===== config.mk =====
export PLATFORM = sky130hd
export DESIGN_NAME = mem_port_arbiter_flat
export DESIGN_NICKNAME = d
export VERILOG_FILES = /design/src/rtl/mem_port_arbiter_if.sv /design/src/rtl/mem_port_arbiter.sv /design/src/flat_wrapper.sv
export SDC_FILE = /design/constraint.sdc
export NUM_CORES = 1
export LEC_CHECK = 0
export ABC_CLOCK_PERIOD_IN_PS = 3300
export CORE_AREA = 3 3 95 97
export CTS_CLUSTER_SIZE = 24
export DETAILED_ROUTE_END_ITERATION = 6
export DIE_AREA = 0 0 98 100
export PLACE_DENSITY_LB_ADDON = 0.12
export SLEW_MARGIN = 20
export SYNTH_ARGS = -nofsm -noshare
export SYNTH_HDL_FRONTEND = slang
export SYNTH_SLANG_ARGS = --single-unit

===== constraint.sdc =====
create_clock -name clk -period 3.3 [get_ports clk]
set_input_delay 0.66 -clock clk [delete_from_list [all_inputs] [get_ports clk]]
set_output_delay 0.66 -clock clk [all_outputs]
set_load 0.05 [all_outputs]

===== src/rtl/mem_port_arbiter_if.sv =====
// Memory-port bundle shared by IF, MEM and the cache controller.
// slave = arbiter view, master = pipeline/cache-controller view.
interface mem_port_arbiter_if #(
    parameter int ADDR_W = 18,
    parameter int DATA_W = 32
);
    logic              if_req;
    logic [ADDR_W-1:0] if_addr;
    logic [DATA_W-1:0] if_rdata;
    logic              if_freeze;
    logic              mem_r_en;
    logic              mem_w_en;
    logic [ADDR_W-1:0] mem_addr;
    logic [DATA_W-1:0] mem_wdata;
    logic [DATA_W-1:0] mem_rdata;
    logic              mem_freeze;
    logic [ADDR_W-1:0] down_addr;
    logic [DATA_W-1:0] down_wdata;
    logic              down_r_en;
    logic              down_w_en;
    logic [DATA_W-1:0] down_rdata;
    logic              down_freeze;

    modport slave (
        input  if_req, if_addr,
        input  mem_r_en, mem_w_en, mem_addr, mem_wdata,
        input  down_rdata, down_freeze,
        output if_rdata, if_freeze,
        output mem_rdata, mem_freeze,
        output down_addr, down_wdata, down_r_en, down_w_en
    );

    modport master (
        output if_req, if_addr,
        output mem_r_en, mem_w_en, mem_addr, mem_wdata,
        output down_rdata, down_freeze,
        input  if_rdata, if_freeze,
        input  mem_rdata, mem_freeze,
        input  down_addr, down_wdata, down_r_en, down_w_en
    );
endinterface


===== src/rtl/mem_port_arbiter.sv =====
// IF/MEM arbiter for the single cache-controller port, zero added latency.
// Optional IF anti-starvation guard: define ARB_STARVE_GUARD_EN.
module mem_port_arbiter #(
    parameter int ADDR_W         = 18,
    parameter int DATA_W         = 32,
    parameter int MAX_MEM_STREAK = 4
) (
    input  logic                   clk,
    input  logic                   rst,
    mem_port_arbiter_if.slave      bus,
    output logic                   grant_mem,
    output logic                   rw_conflict
);

    if (MAX_MEM_STREAK < 1 || MAX_MEM_STREAK > 15) begin : g_bad_streak
        $error("MAX_MEM_STREAK out of range 1..15");
    end

    typedef enum logic {UNLOCKED, LOCKED} lock_e;

    lock_e             state, state_nx;
    logic              owner, owner_nx;
    logic [DATA_W-1:0] if_hold, mem_hold;
    logic              mem_act, mem_rd;
    logic              gnt_mem, gnt_if;
    logic              active, done;
    logic              starve;

    assign mem_act = bus.mem_r_en | bus.mem_w_en;
    // Both enables high is resolved as a write.
    assign mem_rd  = bus.mem_r_en & ~bus.mem_w_en;

`ifdef ARB_STARVE_GUARD_EN
    logic [3:0] streak;

    assign starve = (streak >= 4'(MAX_MEM_STREAK));

    always_ff @(posedge clk or negedge rst) begin
        if (!rst) begin
            streak <= '0;
        end else if (!bus.if_req || (gnt_if && (done || state == UNLOCKED))) begin
            streak <= '0;
        end else if (gnt_mem && done && streak != 4'hF) begin
            streak <= streak + 4'd1;
        end
    end
`else
    assign starve = 1'b0;
`endif

    always_comb begin
        gnt_mem = 1'b0;
        gnt_if  = 1'b0;
        if (!rst) begin
            gnt_mem = 1'b0;
        end else if (state == LOCKED) begin
            gnt_mem = owner;
            gnt_if  = ~owner;
        end else if (bus.if_req && (starve || !mem_act)) begin
            gnt_if  = 1'b1;
        end else if (mem_act) begin
            gnt_mem = 1'b1;
        end
    end

    // A locked owner that drops its request is aborted, not served.
    assign active = gnt_mem ? mem_act : (gnt_if & bus.if_req);
    assign done   = active & ~bus.down_freeze;

    assign grant_mem = gnt_mem;

    always_comb begin
        bus.down_addr  = '0;
        bus.down_wdata = '0;
        bus.down_r_en  = 1'b0;
        bus.down_w_en  = 1'b0;
        if (gnt_mem) begin
            bus.down_addr  = bus.mem_addr;
            bus.down_wdata = bus.mem_wdata;
            bus.down_r_en  = mem_rd;
            bus.down_w_en  = bus.mem_w_en;
        end else if (gnt_if) begin
            bus.down_addr  = bus.if_addr;
            bus.down_r_en  = bus.if_req;
        end
    end

    assign bus.if_freeze  = rst & bus.if_req & (~gnt_if | bus.down_freeze);
    assign bus.mem_freeze = rst & mem_act & (~gnt_mem | bus.down_freeze);

    assign bus.if_rdata  = (gnt_if && done) ? bus.down_rdata : if_hold;
    assign bus.mem_rdata = (gnt_mem && done && mem_rd) ? bus.down_rdata
                                                       : mem_hold;

    always_comb begin
        state_nx = state;
        owner_nx = owner;
        unique case (state)
            UNLOCKED: begin
                if ((gnt_if || gnt_mem) && bus.down_freeze) begin
                    state_nx = LOCKED;
                    owner_nx = gnt_mem;
                end
            end
            LOCKED: begin
                if (!active || !bus.down_freeze) begin
                    state_nx = UNLOCKED;
                end
            end
            default: state_nx = UNLOCKED;
        endcase
    end

    always_ff @(posedge clk or negedge rst) begin
        if (!rst) begin
            state <= UNLOCKED;
            owner <= 1'b0;
        end else begin
            state <= state_nx;
            owner <= owner_nx;
        end
    end

    always_ff @(posedge clk or negedge rst) begin
        if (!rst) begin
            if_hold     <= '0;
            mem_hold    <= '0;
            rw_conflict <= 1'b0;
        end else begin
            if (gnt_if && done) begin
                if_hold <= bus.down_rdata;
            end
            if (gnt_mem && done && mem_rd) begin
                mem_hold <= bus.down_rdata;
            end
            if (bus.mem_r_en && bus.mem_w_en) begin
                rw_conflict <= 1'b1;
            end
        end
    end

endmodule


===== src/flat_wrapper.sv =====
// flat-port wrapper written by rule: the top's interface ports become plain ports
module mem_port_arbiter_flat 
#(
    parameter int ADDR_W         = 18,
    parameter int DATA_W         = 32,
    parameter int MAX_MEM_STREAK = 4
)
  (clk, rst, grant_mem, rw_conflict, bus_if_req, bus_if_addr, bus_mem_r_en, bus_mem_w_en, bus_mem_addr, bus_mem_wdata, bus_down_rdata, bus_down_freeze, bus_if_rdata, bus_if_freeze, bus_mem_rdata, bus_mem_freeze, bus_down_addr, bus_down_wdata, bus_down_r_en, bus_down_w_en);
  mem_port_arbiter_if #(.ADDR_W(ADDR_W), .DATA_W(DATA_W)) bus_i ();
  input  logic clk;
  input  logic rst;
  output logic grant_mem;
  output logic rw_conflict;
  input wire logic [$bits(bus_i.if_req)-1:0] bus_if_req;
  input wire logic [$bits(bus_i.if_addr)-1:0] bus_if_addr;
  input wire logic [$bits(bus_i.mem_r_en)-1:0] bus_mem_r_en;
  input wire logic [$bits(bus_i.mem_w_en)-1:0] bus_mem_w_en;
  input wire logic [$bits(bus_i.mem_addr)-1:0] bus_mem_addr;
  input wire logic [$bits(bus_i.mem_wdata)-1:0] bus_mem_wdata;
  input wire logic [$bits(bus_i.down_rdata)-1:0] bus_down_rdata;
  input wire logic [$bits(bus_i.down_freeze)-1:0] bus_down_freeze;
  output wire logic [$bits(bus_i.if_rdata)-1:0] bus_if_rdata;
  output wire logic [$bits(bus_i.if_freeze)-1:0] bus_if_freeze;
  output wire logic [$bits(bus_i.mem_rdata)-1:0] bus_mem_rdata;
  output wire logic [$bits(bus_i.mem_freeze)-1:0] bus_mem_freeze;
  output wire logic [$bits(bus_i.down_addr)-1:0] bus_down_addr;
  output wire logic [$bits(bus_i.down_wdata)-1:0] bus_down_wdata;
  output wire logic [$bits(bus_i.down_r_en)-1:0] bus_down_r_en;
  output wire logic [$bits(bus_i.down_w_en)-1:0] bus_down_w_en;
  assign bus_i.if_req = bus_if_req;
  assign bus_i.if_addr = bus_if_addr;
  assign bus_i.mem_r_en = bus_mem_r_en;
  assign bus_i.mem_w_en = bus_mem_w_en;
  assign bus_i.mem_addr = bus_mem_addr;
  assign bus_i.mem_wdata = bus_mem_wdata;
  assign bus_i.down_rdata = bus_down_rdata;
  assign bus_i.down_freeze = bus_down_freeze;
  assign bus_if_rdata = bus_i.if_rdata;
  assign bus_if_freeze = bus_i.if_freeze;
  assign bus_mem_rdata = bus_i.mem_rdata;
  assign bus_mem_freeze = bus_i.mem_freeze;
  assign bus_down_addr = bus_i.down_addr;
  assign bus_down_wdata = bus_i.down_wdata;
  assign bus_down_r_en = bus_i.down_r_en;
  assign bus_down_w_en = bus_i.down_w_en;
  mem_port_arbiter #(.ADDR_W(ADDR_W), .DATA_W(DATA_W), .MAX_MEM_STREAK(MAX_MEM_STREAK)) u_core (.clk(clk), .rst(rst), .bus(bus_i), .grant_mem(grant_mem), .rw_conflict(rw_conflict));
endmodule

==> reports/qor.csv, run 1 <==
stage;metric;value;unit
outcome;status;finished, final reports clean;
floorplan;die area;9800;µm²
drt;DR vias/cell;4.82;
synth;commonest register cell after synthesis;dfrtp_1;
cts;Root Buffer;clkbuf_8;
placement;pre-CTS worst setup slack;20.0;ps
worst_setup_path;Slowest-stage cell, CP;clkdlybuf4s50_1;
floorplan;Die W;98;µm
placement;RD Place Congestion;0.878;
cts;Clock Latency Late Sink;340;ps
synth;Synth cell types;28;
worst_setup_path;crit end category;primary output;
worst_setup_path;most frequent CP cell;buf_4;
cts;CTS Sinks;67;
sta;Final Max Slew Viols;0;
finish;fin nets;562;
synth;Cells after Synth;224;
floorplan;core box area;8220;µm²
global_route;pin count of the biggest net entering global routing;67;
drt;DRT iter0 DRCs;113;
cts;CTS tree;yes;
sta;fmax;306;MHz
synth;post-synthesis cell area;3050;µm²
sta;min cycle time layout;3270;ps
global_route;GRT Overall Usage;0.219;
sta;RSZ-0062 raised after global routing;yes;
global_route;vias in the first global route;2891;
synth;Mapped Nets;330;
synth;top-count cell post-synth;dfrtp_1;
worst_setup_path;Worst path max stage delay;420;ps
finish;antenna fix cells;0;
finish;share of cells above drive strength 1;0.457;
global_route;initial antenna violation count;1;
floorplan;die span in y;100;µm
global_route;first-pass GRT wire length;16500;µm
sta;Worst Tran Pin Value;797;ps
floorplan;initial core utilization;0.371;
cts;CTS Buf Count;9;
worst_setup_path;Startpoint Class;input port;
worst_setup_path;critical path, cell by cell;clkdlybuf4s50_1, or3_4, a211oi_4, buf_4, mux2_2, buf_4;
synth;YS warnings;0;
drt;DRC viols;0;
worst_setup_path;WP data required;2640;ps
synth;FF+latch count, synth;67;
cts;Clock Path Buffers;2;
synth;average size of a mapped cell;13.6;µm²
worst_setup_path;CP Max Fanout;17;
worst_setup_path;critical path's top delay family;buffers and inverters;
cts;Reg clk slew, reported paths;70;ps
sta;Slew HR;0.469;
cts;postcts setup bufs;0;
sta;Setup-failing EPs final;0;
flow_run;Max-cap violations;0;
worst_setup_path;CP bufs+invs;3;
synth;ys async rst share;1.00;
floorplan;Boundary Pins;226;
synth;synth cell count leaders;67 x dfrtp_1, 61 x mux2_2, 32 x and2_1, 18 x a22o_1;
sta;Final WS setup;32.8;ps
synth;Synth top area share;0.550;
placement;Detailed Place HPWL;8680;µm
drt;TritonRoute pass-1 iters;4;
sta;final cycle utilization of the critical path;0.990;
pwr;leakage power;2.65;nW
sta;Fin. Hold Viols;0;
synth;Post-synth EDFFs;0;
global_route;grt total ovfl;0;
worst_setup_path;CP arrival;2610;ps
finish;Fillers;565;
drt;DR WL/cell;19.1;µm
synth;cell taking the most area after synthesis;dfrtp_1;
drt;DR vias;2726;
floorplan;num rows;33;
finish;final core utilization;0.738;
synth;Area contributors post-synth;dfrtp_1 55%, mux2_2 23%, and2_1 6.6%;
drt;final WL;10800;µm
min_path;worst hold-check path type;in2async;
cts;CTS HTree Levels;3;
drt;Antenna Nets Post-Route;0;
placement;PortBufs;225;
pwr;pwr/cell area;655;nW/µm²
synth;sequential share of the synthesized area;0.550;
pwr;Worst VDD drop;0.576;mV
worst_setup_path;crit path kind;in2out;
finish;P&R area growth vs syn;99.1;%
sta;clk_skew;10.2;ps
[per-layer routing]
layer / global-route usage / share of wire / vias to the layer above
met3: 0.0841 / 0.095 / 18
met4: 0.0607 / 0.015 / 2
met2: 0.406 / 0.54 / 139
met5: 0 / 0.0012 / -
li1: - / - / 1259
met1: 0.232 / 0.35 / 1308
[registers in the layout, summed over array words and instances, names as in the netlist]
register and flops:
u_core.rw_conflict 1, u_core.state 1, u_core.mem_hold 32, u_core.owner 1, u_core.if_hold 32
[cell usage in the layout, fill, tap and decap left out, types with 2 or more instances in the layout]
cell             instances
bufinv_16                3
nor2_1                   4
mux2_1                   3
buf_12                  57
mux2_2                  61
clkdlybuf4s50_1        105
inv_1                    2
and3_1                   2
buf_4                   72
o21ai_0                  3
clkinvlp_4               2
nand2_1                  2
and2_1                  32
a22o_1                  18
clkbuf_8                 9
dfrtp_1                 67
nand2b_1                 2
[kinds of logic after synthesis]
logic type,share of synthesized area
multiplexers,0.237
flip-flops,0.550
buffers and inverters,0.0337
AO/OA/AOI/OAI,0.0809
AND/OR/NAND/NOR,0.0986
[report_power, final]
part / switching, W / internal (W)
clock network: 0.000322 / 0.000500
logic: 0.00130 / 0.000764
registers: 0.0000580 / 0.00103
total: 0.00168 / 0.00230
[worst paths after layout]
check	slack, ps	end	from	cells past startpoint
worst min register to register	460	u_core.rw_conflict	u_core.rw_conflict	1
worst max register to register	1360	u_core.if_hold[9]	u_core.state	4
worst min-delay path	140	u_core.state	rst	1
min in group clk	460	u_core.rw_conflict	u_core.rw_conflict	1
worst max-delay path	30	bus_if_rdata[8]	bus_mem_r_en	6
max in group asynchronous	2130	u_core.if_hold[7]	rst	2
[through the flow]
step / instances / total power [W] / TNS, ps / hold slack [ps] / cell area (µm²)
5_1_grt: 565 / 0.00413 / -820 / 131 / 6070
6_report: 565 / 0.00397 / 0 / 142 / 6070
2_1_floorplan: 224 / 0.00239 / 0 / 364 / 3050
4_1_cts: 565 / 0.00401 / -1.92 / 125 / 6070
3_3_place_gp: 550 / 0.00315 / 0 / 444 / 5830
3_5_place_dp: 550 / 0.00318 / 0 / 451 / 5830
[timing repair]
item,CTS,global route
pin swaps,0,0
setup endpoints to repair,1,32
resized for setup,0,0
hold buffers,0,0
[final cells by class]
| type | count | area [µm²] | area share |
|---|---|---|---|
| inverters | 2 | 7.51 | 0.00124 |
| multi-input cells | 141 | 1280 | 0.210 |
| well taps | 105 | 131 | 0.0217 |
| flip-flops and latches | 67 | 1680 | 0.276 |
| clock buffers | 9 | 124 | 0.0204 |
| repair buffers | 235 | 2740 | 0.451 |
| clock inverters | 6 | 114 | 0.0188 |
No activity file was read; power rests on OpenSTA's default activity.
==> run 2: changes to the inputs <==
--- a/config.mk
+++ b/config.mk
@@ -10,6 +10,7 @@
 export CTS_CLUSTER_SIZE = 24
 export DETAILED_ROUTE_END_ITERATION = 6
 export DIE_AREA = 0 0 98 100
+export GPL_ROUTABILITY_DRIVEN = 1
 export PLACE_DENSITY_LB_ADDON = 0.12
 export SLEW_MARGIN = 20
 export SYNTH_ARGS = -nofsm -noshare
==> results of run 2 <==
Final layout, timing and power as in run 1 (identical DEF).
